<file path="src/rtl/fifo_pkg.sv">
// Shared definitions for the FIFO sequencing controller: sizes, FSM state
// encodings and the arbitration grant encoding.
package fifo_pkg;

  localparam int AW    = 3;
  localparam int DEPTH = 2 ** AW;

  typedef logic [AW-1:0] ptr_t;
  typedef logic [AW:0]   cnt_t;

  // Occupancy value that means "every entry holds data"
  localparam cnt_t FULL_COUNT = cnt_t'(DEPTH);

  typedef enum logic [2:0] {
    IDLE     = 3'b000,
    WRITE    = 3'b001,
    READ     = 3'b010,
    WR_ERROR = 3'b011,
    RD_ERROR = 3'b100
  } state_e;

  typedef enum logic {
    GRANT_WR = 1'b0,
    GRANT_RD = 1'b1
  } grant_e;

  // True when the occupancy leaves no room for another write
  function automatic logic count_is_full(input cnt_t count);
    return count == FULL_COUNT;
  endfunction

  // True when the occupancy leaves nothing to read
  function automatic logic count_is_empty(input cnt_t count);
    return count == '0;
  endfunction

endpackage

</file>
<file path="src/rtl/fifo_ctrl_if.sv">
// Request/status bundle between the producer/consumer side and the FIFO
// controller. The controller is the slave; requesters use the master view.
interface fifo_ctrl_if;
  import fifo_pkg::*;

  logic       wr_en;
  logic       rd_en;
  logic [2:0] state;
  ptr_t       head;
  ptr_t       tail;
  cnt_t       data_count;
  logic       we;
  logic       re;
  logic       full;
  logic       empty;
  logic       wr_ack;
  logic       wr_err;
  logic       rd_ack;
  logic       rd_err;

  modport master (
    output wr_en, rd_en,
    input  state, head, tail, data_count, we, re, full, empty,
           wr_ack, wr_err, rd_ack, rd_err
  );

  modport slave (
    input  wr_en, rd_en,
    output state, head, tail, data_count, we, re, full, empty,
           wr_ack, wr_err, rd_ack, rd_err
  );

endinterface

</file>
<file path="src/rtl/fifo_ctrl_calc.sv">
// Combinational post-operation calculator: given the operation being
// performed this cycle, produce the pointer/count values that the registers
// load at the next edge, plus the register-file enables.
module fifo_ctrl_calc
  import fifo_pkg::*;
(
  input  state_e state,
  input  ptr_t   head,
  input  ptr_t   tail,
  input  cnt_t   data_count,
  output ptr_t   next_head,
  output ptr_t   next_tail,
  output cnt_t   next_data_count,
  output logic   we,
  output logic   re
);

  // Advance the pointer of the active operation; pointers wrap naturally
  // because DEPTH is a power of two. Error and idle states hold everything.
  always_comb begin
    next_head       = head;
    next_tail       = tail;
    next_data_count = data_count;
    we              = 1'b0;
    re              = 1'b0;
    case (state)
      WRITE: begin
        next_tail       = tail + ptr_t'(1);
        next_data_count = data_count + cnt_t'(1);
        we              = 1'b1;
      end
      READ: begin
        next_head       = head + ptr_t'(1);
        next_data_count = data_count - cnt_t'(1);
        re              = 1'b1;
      end
      default: ;
    endcase
  end

endmodule

</file>
<file path="src/rtl/fifo_ctrl.sv">
// FIFO sequencing and arbitration controller. Each cycle picks a single
// register-file operation from the write/read requests, owns head, tail and
// occupancy, and reports ack/error status one cycle after the request.
module fifo_ctrl
  import fifo_pkg::*;
(
  input  logic        clk,
  input  logic        reset_n,
  fifo_ctrl_if.slave  bus
);

  state_e state_q, state_d;
  grant_e last_grant_q, last_grant_d;
  ptr_t   head_q, tail_q;
  cnt_t   count_q;
  logic   wr_ack_q, wr_ack_d;
  logic   wr_err_q, wr_err_d;
  logic   rd_ack_q, rd_ack_d;
  logic   rd_err_q, rd_err_d;

  ptr_t   next_head, next_tail;
  cnt_t   next_count;
  logic   calc_we, calc_re;

  fifo_ctrl_calc u_calc (
    .state           (state_q),
    .head            (head_q),
    .tail            (tail_q),
    .data_count      (count_q),
    .next_head       (next_head),
    .next_tail       (next_tail),
    .next_data_count (next_count),
    .we              (calc_we),
    .re              (calc_re)
  );

  // Choose the next operation against the post-op count so back-to-back
  // requests see the in-flight operation; ties at the extremes are forced,
  // otherwise they alternate using the last granted direction.
  always_comb begin
    state_d      = IDLE;
    last_grant_d = last_grant_q;
    case ({bus.wr_en, bus.rd_en})
      2'b10: state_d = count_is_full(next_count) ? WR_ERROR : WRITE;
      2'b01: state_d = count_is_empty(next_count) ? RD_ERROR : READ;
      2'b11: begin
        if (count_is_full(next_count)) begin
          state_d = READ;
        end else if (count_is_empty(next_count)) begin
          state_d = WRITE;
        end else if (last_grant_q == GRANT_RD) begin
          state_d = WRITE;
        end else begin
          state_d = READ;
        end
      end
      default: state_d = IDLE;
    endcase
    if (state_d == WRITE) begin
      last_grant_d = GRANT_WR;
    end else if (state_d == READ) begin
      last_grant_d = GRANT_RD;
    end
    wr_ack_d = (state_d == WRITE);
    wr_err_d = (state_d == WR_ERROR);
    rd_ack_d = (state_d == READ);
    rd_err_d = (state_d == RD_ERROR);
  end

  // FSM, grant history, pointer/count and status registers; reset discards
  // whatever operation is in flight so no pointer advances.
  always_ff @(posedge clk) begin
    if (!reset_n) begin
      state_q      <= IDLE;
      last_grant_q <= GRANT_RD;
      head_q       <= '0;
      tail_q       <= '0;
      count_q      <= '0;
      wr_ack_q     <= 1'b0;
      wr_err_q     <= 1'b0;
      rd_ack_q     <= 1'b0;
      rd_err_q     <= 1'b0;
    end else begin
      state_q      <= state_d;
      last_grant_q <= last_grant_d;
      head_q       <= next_head;
      tail_q       <= next_tail;
      count_q      <= next_count;
      wr_ack_q     <= wr_ack_d;
      wr_err_q     <= wr_err_d;
      rd_ack_q     <= rd_ack_d;
      rd_err_q     <= rd_err_d;
    end
  end

  assign bus.state      = state_q;
  assign bus.head       = head_q;
  assign bus.tail       = tail_q;
  assign bus.data_count = count_q;
  assign bus.we         = calc_we;
  assign bus.re         = calc_re;
  assign bus.full       = count_is_full(count_q);
  assign bus.empty      = count_is_empty(count_q);
  assign bus.wr_ack     = wr_ack_q;
  assign bus.wr_err     = wr_err_q;
  assign bus.rd_ack     = rd_ack_q;
  assign bus.rd_err     = rd_err_q;

endmodule
</file>
<file path="src/flat_wrapper.sv">
// flat-port wrapper written by rule: the top's interface ports become plain ports
module fifo_ctrl_flat import fifo_pkg::*;
  (clk, reset_n, bus_wr_en, bus_rd_en, bus_state, bus_head, bus_tail, bus_data_count, bus_we, bus_re, bus_full, bus_empty, bus_wr_ack, bus_wr_err, bus_rd_ack, bus_rd_err);
  fifo_ctrl_if bus_i ();
  input  logic clk;
  input  logic reset_n;
  input wire logic [$bits(bus_i.wr_en)-1:0] bus_wr_en;
  input wire logic [$bits(bus_i.rd_en)-1:0] bus_rd_en;
  output wire logic [$bits(bus_i.state)-1:0] bus_state;
  output wire logic [$bits(bus_i.head)-1:0] bus_head;
  output wire logic [$bits(bus_i.tail)-1:0] bus_tail;
  output wire logic [$bits(bus_i.data_count)-1:0] bus_data_count;
  output wire logic [$bits(bus_i.we)-1:0] bus_we;
  output wire logic [$bits(bus_i.re)-1:0] bus_re;
  output wire logic [$bits(bus_i.full)-1:0] bus_full;
  output wire logic [$bits(bus_i.empty)-1:0] bus_empty;
  output wire logic [$bits(bus_i.wr_ack)-1:0] bus_wr_ack;
  output wire logic [$bits(bus_i.wr_err)-1:0] bus_wr_err;
  output wire logic [$bits(bus_i.rd_ack)-1:0] bus_rd_ack;
  output wire logic [$bits(bus_i.rd_err)-1:0] bus_rd_err;
  assign bus_i.wr_en = bus_wr_en;
  assign bus_i.rd_en = bus_rd_en;
  assign bus_state = bus_i.state;
  assign bus_head = bus_i.head;
  assign bus_tail = bus_i.tail;
  assign bus_data_count = bus_i.data_count;
  assign bus_we = bus_i.we;
  assign bus_re = bus_i.re;
  assign bus_full = bus_i.full;
  assign bus_empty = bus_i.empty;
  assign bus_wr_ack = bus_i.wr_ack;
  assign bus_wr_err = bus_i.wr_err;
  assign bus_rd_ack = bus_i.rd_ack;
  assign bus_rd_err = bus_i.rd_err;
  fifo_ctrl u_core (.clk(clk), .reset_n(reset_n), .bus(bus_i));
endmodule
</file>
<file path="config.mk">
export PLATFORM = sky130hd
export DESIGN_NAME = fifo_ctrl_flat
export DESIGN_NICKNAME = d
export VERILOG_FILES = /design/src/rtl/fifo_pkg.sv /design/src/rtl/fifo_ctrl_if.sv /design/src/rtl/fifo_ctrl_calc.sv /design/src/rtl/fifo_ctrl.sv /design/src/flat_wrapper.sv
export SDC_FILE = /design/constraint.sdc
export NUM_CORES = 1
export LEC_CHECK = 0
export CORE_MARGIN = 5
export CORE_UTILIZATION = 35
export CTS_CLUSTER_DIAMETER = 100
export CTS_CLUSTER_SIZE = 16
export DETAILED_ROUTE_END_ITERATION = 8
export PLACE_DENSITY = 0.62
export SKIP_CTS_REPAIR_TIMING = 1
export SLEW_MARGIN = 20
export SYNTH_ARGS = -nofsm -noshare
export SYNTH_HDL_FRONTEND = slang
export SYNTH_HIERARCHICAL = 1
export SYNTH_SLANG_ARGS = --single-unit
</file>
<file path="constraint.sdc">
create_clock -name clk -period 3.07 [get_ports clk]
set_clock_uncertainty 0.2 [all_clocks]
set_input_delay 0.4605 -clock clk [delete_from_list [all_inputs] [get_ports clk]]
set_output_delay 0.4605 -clock clk [all_outputs]
set_load 0.02 [all_outputs]
</file>
Word-level counts from Yosys, hierarchy flattened
Index checks and enable logic that the tools add are counted.
Operators by class
  add/subtract/negate cells: 4
  multiply operators: 0
  div/mod/pow operators: 0
  order comparisons: 0
  equal/unequal tests: 11
  shifts and indexed selects: 0
  mux-type cells: 11
  bitwise logic cells: 0
  reductions and logical operators: 3
Operators by type and width (number)
  3-bit by 2-bit == test with 1-bit output, second input constant: 3
  3-bit 2-to-1 mux: 3
  3-bit case mux with 3 select lines: 1
  4-bit == test, second input constant: 2
  4-bit zero test: 2
  4-bit case mux with 2 select lines: 1
  3-bit by 1-bit adder with 3-bit output, second input constant: 2
  3-bit by 1-bit == test with 1-bit output, second input constant: 2
  4-bit by 1-bit adder with 4-bit output, second input constant: 1
  2-bit == test, second input constant: 2
  1-bit 2-to-1 mux: 4
  2-bit 2-to-1 mux: 2
  4-bit by 1-bit subtractor with 4-bit output, second input constant: 1
  3-bit == test, second input constant: 1
  2-bit by 1-bit == test with 1-bit output, second input constant: 1
  2-bit nonzero test: 1
Storage, ports and cells
  bits in registers: 18
  bits in latches: 0
  RAM bits: 0
  bits in read-only memories: 0
  input port bits: 4
  output and inout bits: 21
  logic and storage cells: 38
  memories kept: 0

Depth between registers and ports, before layout
  depth in word-level cells: 9
  mapped depth: 8
  depth with buffers taken out: 8

Cells and area by module
The synthesis kept the hierarchy.
Modules (own cells, without submodules)
  fifo_ctrl: times used 1, cells each 51, area an instance 566.8 um^2, seq. area each 360.3 um^2
  fifo_ctrl_calc: times used 1, cells each 25, area an instance 235.2 um^2, seq. area each 0.0 um^2

Worst setup path before layout
No wires, ideal clock.
  kind: flip-flop to flip-flop
  start point: register u_core.state_q[1] (netlist: u_core/bus.state[1])
  end point: register u_core.state_q[0] (netlist: u_core/bus.state[0])
  library setup time: 0.122 ns
  data arrival time: 2.402 ns
  data required time: 2.748 ns
  slack: 0.346 ns
  cell stages (with the launch flop): 8
  buffers on the path: 0
  period minus slack after synthesis: 2.724 ns
  cell sequence: dfxtp_1 > nor3b_4 > xor2_1 > ha_1 > mux2_2 > or4b_4 > nand3_1 > o22ai_1
Between the ends
  word-level cells in the longest chain between the ends: 6
  elaborated cells on any way between the ends: 8
  classes of those cells: 3 x eq/ne; 4 x mux; 1 x reduce/logical
RTL lines
  start: declaration: line fifo_ctrl.sv:12  | state_e state_q, state_d;
  start signal: assignment: line fifo_ctrl.sv:84  | state_q <= state_d;
  3-bit by 2-bit == test with 1-bit output / 3-bit by 1-bit == test with 1-bit output (equally long branches): line fifo_ctrl_calc.sv:26  | case (state)
  4-bit case mux with 2 select lines *: line fifo_ctrl_calc.sv:26
  via u_core.next_count[1]: line fifo_ctrl.sv:22  | cnt_t next_count;
  4-bit zero test: line fifo_pkg.sv:34  | return count == '0;
  3-bit 2-to-1 mux: line fifo_ctrl.sv:49  | end else if (count_is_empty(next_count)) begin
  3-bit 2-to-1 mux *: line fifo_ctrl.sv:47  | if (count_is_full(next_count)) begin
  3-bit case mux with 3 select lines *: line fifo_ctrl.sv:43  | case ({bus.wr_en, bus.rd_en})
Mark *: on every way through the listed nets, which the timed path passes. The rest lies on a longest branch.
A chain may end at the register's enable or synchronous reset.

Final worst setup path
Same ends and word-level chain as after synthesis.

==> qor.txt <==
Cell taking the most area after synthesis -> dfxtp_1
Hold wc startpoint -> u_core/last_grant_q
Crit path kind -> reg -> reg
R2R setup slack -> 450 ps
Crit Path Max Fanout -> 5
Sequential area share after synthesis -> 0.449
Largest net degree at the start of global routing -> 16
Yosys top cell area share -> 0.449
Core ar. -> 2190 sq um
CTS tree -> built
Most frequent cells in the layout -> clkdlybuf4s50_1 (24), dfxtp_1 (18), and2_1 (9), nand2_1 (5), xnor2_1 (5)
Routability Congestion -> 0.770
CTS buffer count -> 3
Gr ovfl total -> 0
Mux share of post-synthesis cell area -> 0.0546
Max frequency -> 382 MHz
RSZ-0062 raised after global routing -> false
XOR/XNOR share of the synthesized area -> 0.0983
Clk sinks -> 18
Hold worst-path end -> u_core/bus.state[0]
Run status -> finished, final reports clean
Average wire per standard cell -> 11.5 um
Drt drc -> 0
R2R Path Start -> u_core/bus.state[1]
Chip Width -> 57.9 um
Data required time of the worst path -> 3050 ps
Largest family of logic cells by synthesized area -> simple AND/OR/NAND/NOR gates
Synth Area in Compound Gates -> 0.0499
Clock latency at the later pin of the worst-skew pair -> 290 ps
VDD IR max -> 0.443 mV
First-pass GRT wire length -> 2530 um
Hold Violations, Final -> 0
H-tree levels -> 1
Final Core Density -> 0.507
Post-Syn Nets -> 83
Hold crit path type -> reg -> reg
MaxCap Viol Count -> 0
Post-DP HPWL -> 1200 um
Final Cell Area -> 1110 sq um
Mean instance size in the synthesized netlist -> 10.6 sq um
Crit end category -> flop
Vias in the first global route -> 608
DIE AREA -> 3350 sq um
Drt pass-1 iters -> 4
Worst hold path depth -> 2
Final ANT Viol Nets -> 0
Crit start category -> flop
Placed cell count -> 127
Buffers on Ports -> 24
Fin crit period -> 2620 ps
Worst slew pin tran -> 408 ps
DRT Wirelength -> 1500 um
Max clock buf depth -> 2
Initial Util -> 0.366
Initial antenna violation count -> 0
Power density cells -> 949 nW/um^2
# IOs -> 25
Layout cells sized above 1 -> 0.126
DP Area -> 1070 sq um
Pins Over Slew Limit -> 0
Yosys reg bits -> 18
Row count -> 17
Lkg Pwr -> 0.436 nW
Synth top area cells -> dfxtp_1 (45%), and2_1 (7.0%), xnor2_1 (5.5%)
Final Cycle Share -> 0.852
Clock root cell -> clkbuf_4
ANT cells -> 0
Synth warn -> 6
Setup TNS -> 0 ps
Die height -> 57.9 um
Slew HR -> 0.724
Post-synthesis cell area -> 802 sq um
Clock-pin slew on the worst setup and hold paths -> 100 ps
Adder-Cell Fraction of Synth Area -> 0.0468
Commonest non-fill, non-tap cell in the layout -> clkdlybuf4s50_1
DR vias -> 629
Gr usage total -> 0.0988
Area Overhead vs Synth -> 38.4%
Drt first-iter violations -> 11
Reg2Reg Depth -> 8
Number of distinct library cells after synthesis -> 26
Non-filler cells, final -> 131
Synth Area in Simple Gates -> 0.296
Reg2reg end -> u_core/bus.state[0]
Setup Viol. Count Final -> 0
Vias/cell -> 4.80
Arrival time worst endpoint -> 2600 ps
Total Nets Final -> 111
Mapped Cells -> 76
==> through the flow <==
stage | hold WS, ps | setup WS [ps] | total power [mW]
finish | 383 | 454 | 1.05
floorplan | 307 | 346 | 0.713
detailed placement | 360 | 467 | 0.920
global placement | 371 | 505 | 0.913
global route | 440 | 285 | 1.13
CTS | 399 | 447 | 1.07
==> worst max-delay path by stage <==
stage / start / endpoint / slack (ps) / depth (start not counted)
floorplan: u_core/bus.state[1] / u_core/bus.state[0] / 350 / 7
global route: u_core/bus.state[1] / u_core/bus.state[0] / 290 / 8
finish: u_core/bus.state[1] / u_core/bus.state[0] / 450 / 8
CTS: u_core/bus.state[1] / u_core/bus.state[0] / 450 / 8
global placement: u_core/bus.state[1] / u_core/bus.state[0] / 510 / 7
detailed placement: u_core/bus.state[1] / u_core/bus.state[0] / 470 / 7
==> state kept, by name, indices dropped and copies added (netlist names) <==
signal	count
u_core/bus.tail	3
u_core/bus.rd_ack	1
u_core/bus.head	3
u_core/bus.state	3
u_core/last_grant_q	1
u_core/bus.rd_err	1
u_core/bus.data_count	4
u_core/bus.wr_ack	1
u_core/bus.wr_err	1
==> layer usage <==
metal  wire length [um]  share of wire  global-route usage  vias up
li1                   -              -                   -      323
met1                600           0.40               0.112      286
met2                766           0.51               0.158       16
met3                103          0.069              0.0267        4
met4                 31          0.021              0.0728        0
met5                  0              0                   0        -
==> where the power goes <==
part	internal [mW]	total (mW)	switching, mW
sequential	0.290	0.355	0.0648
clock	0.0723	0.142	0.0698
combinational	0.280	0.556	0.276
total	0.643	1.05	0.410
==> cell usage after synthesis <==
master     n
nand3b_1   2
nor2_1     4
a21oi_1    2
ha_1       3
clkbuf_1   1
nor3b_4    2
and3_1     1
mux2_2     3
and2_2     1
or4_4      1
nor3_1     4
o22ai_1    1
a21boi_2   1
and2_1     9
nor3b_1    1
nand3_1    1
dfxtp_1   18
nor4_1     1
a22oi_1    1
nor4b_1    2
nand2_1    5
o21ai_0    1
xnor2_1    5
or4b_4     1
xor2_1     4
mux2i_1    1
==> cells by family after synthesis <==
logic type	Yosys count
flops	18
fa+ha+maj	3
simple gates	35
mux	4
compound gates	6
buf+inv	1
xor+xnor	9
==> critical path, stage by stage, from the launching register on <==
cell and delay [ps]:
dfxtp_1 450, nor3b_4 340, xor2_1 190, ha_1 180
mux2i_1 250, xnor2_1 160, or4b_4 530, nand3_1 120
o22ai_1 90
==> final cells by class <==
cell class | instances | area, sq um
Fill cell | 214 | 1080
Multi-Input combinational cell | 57 | 438
Clock buffer | 4 | 36.3
Tap cell | 28 | 35.0
Sequential cell | 18 | 360
Timing Repair Buffer | 24 | 240
No activity file was read; power rests on OpenSTA's default activity.
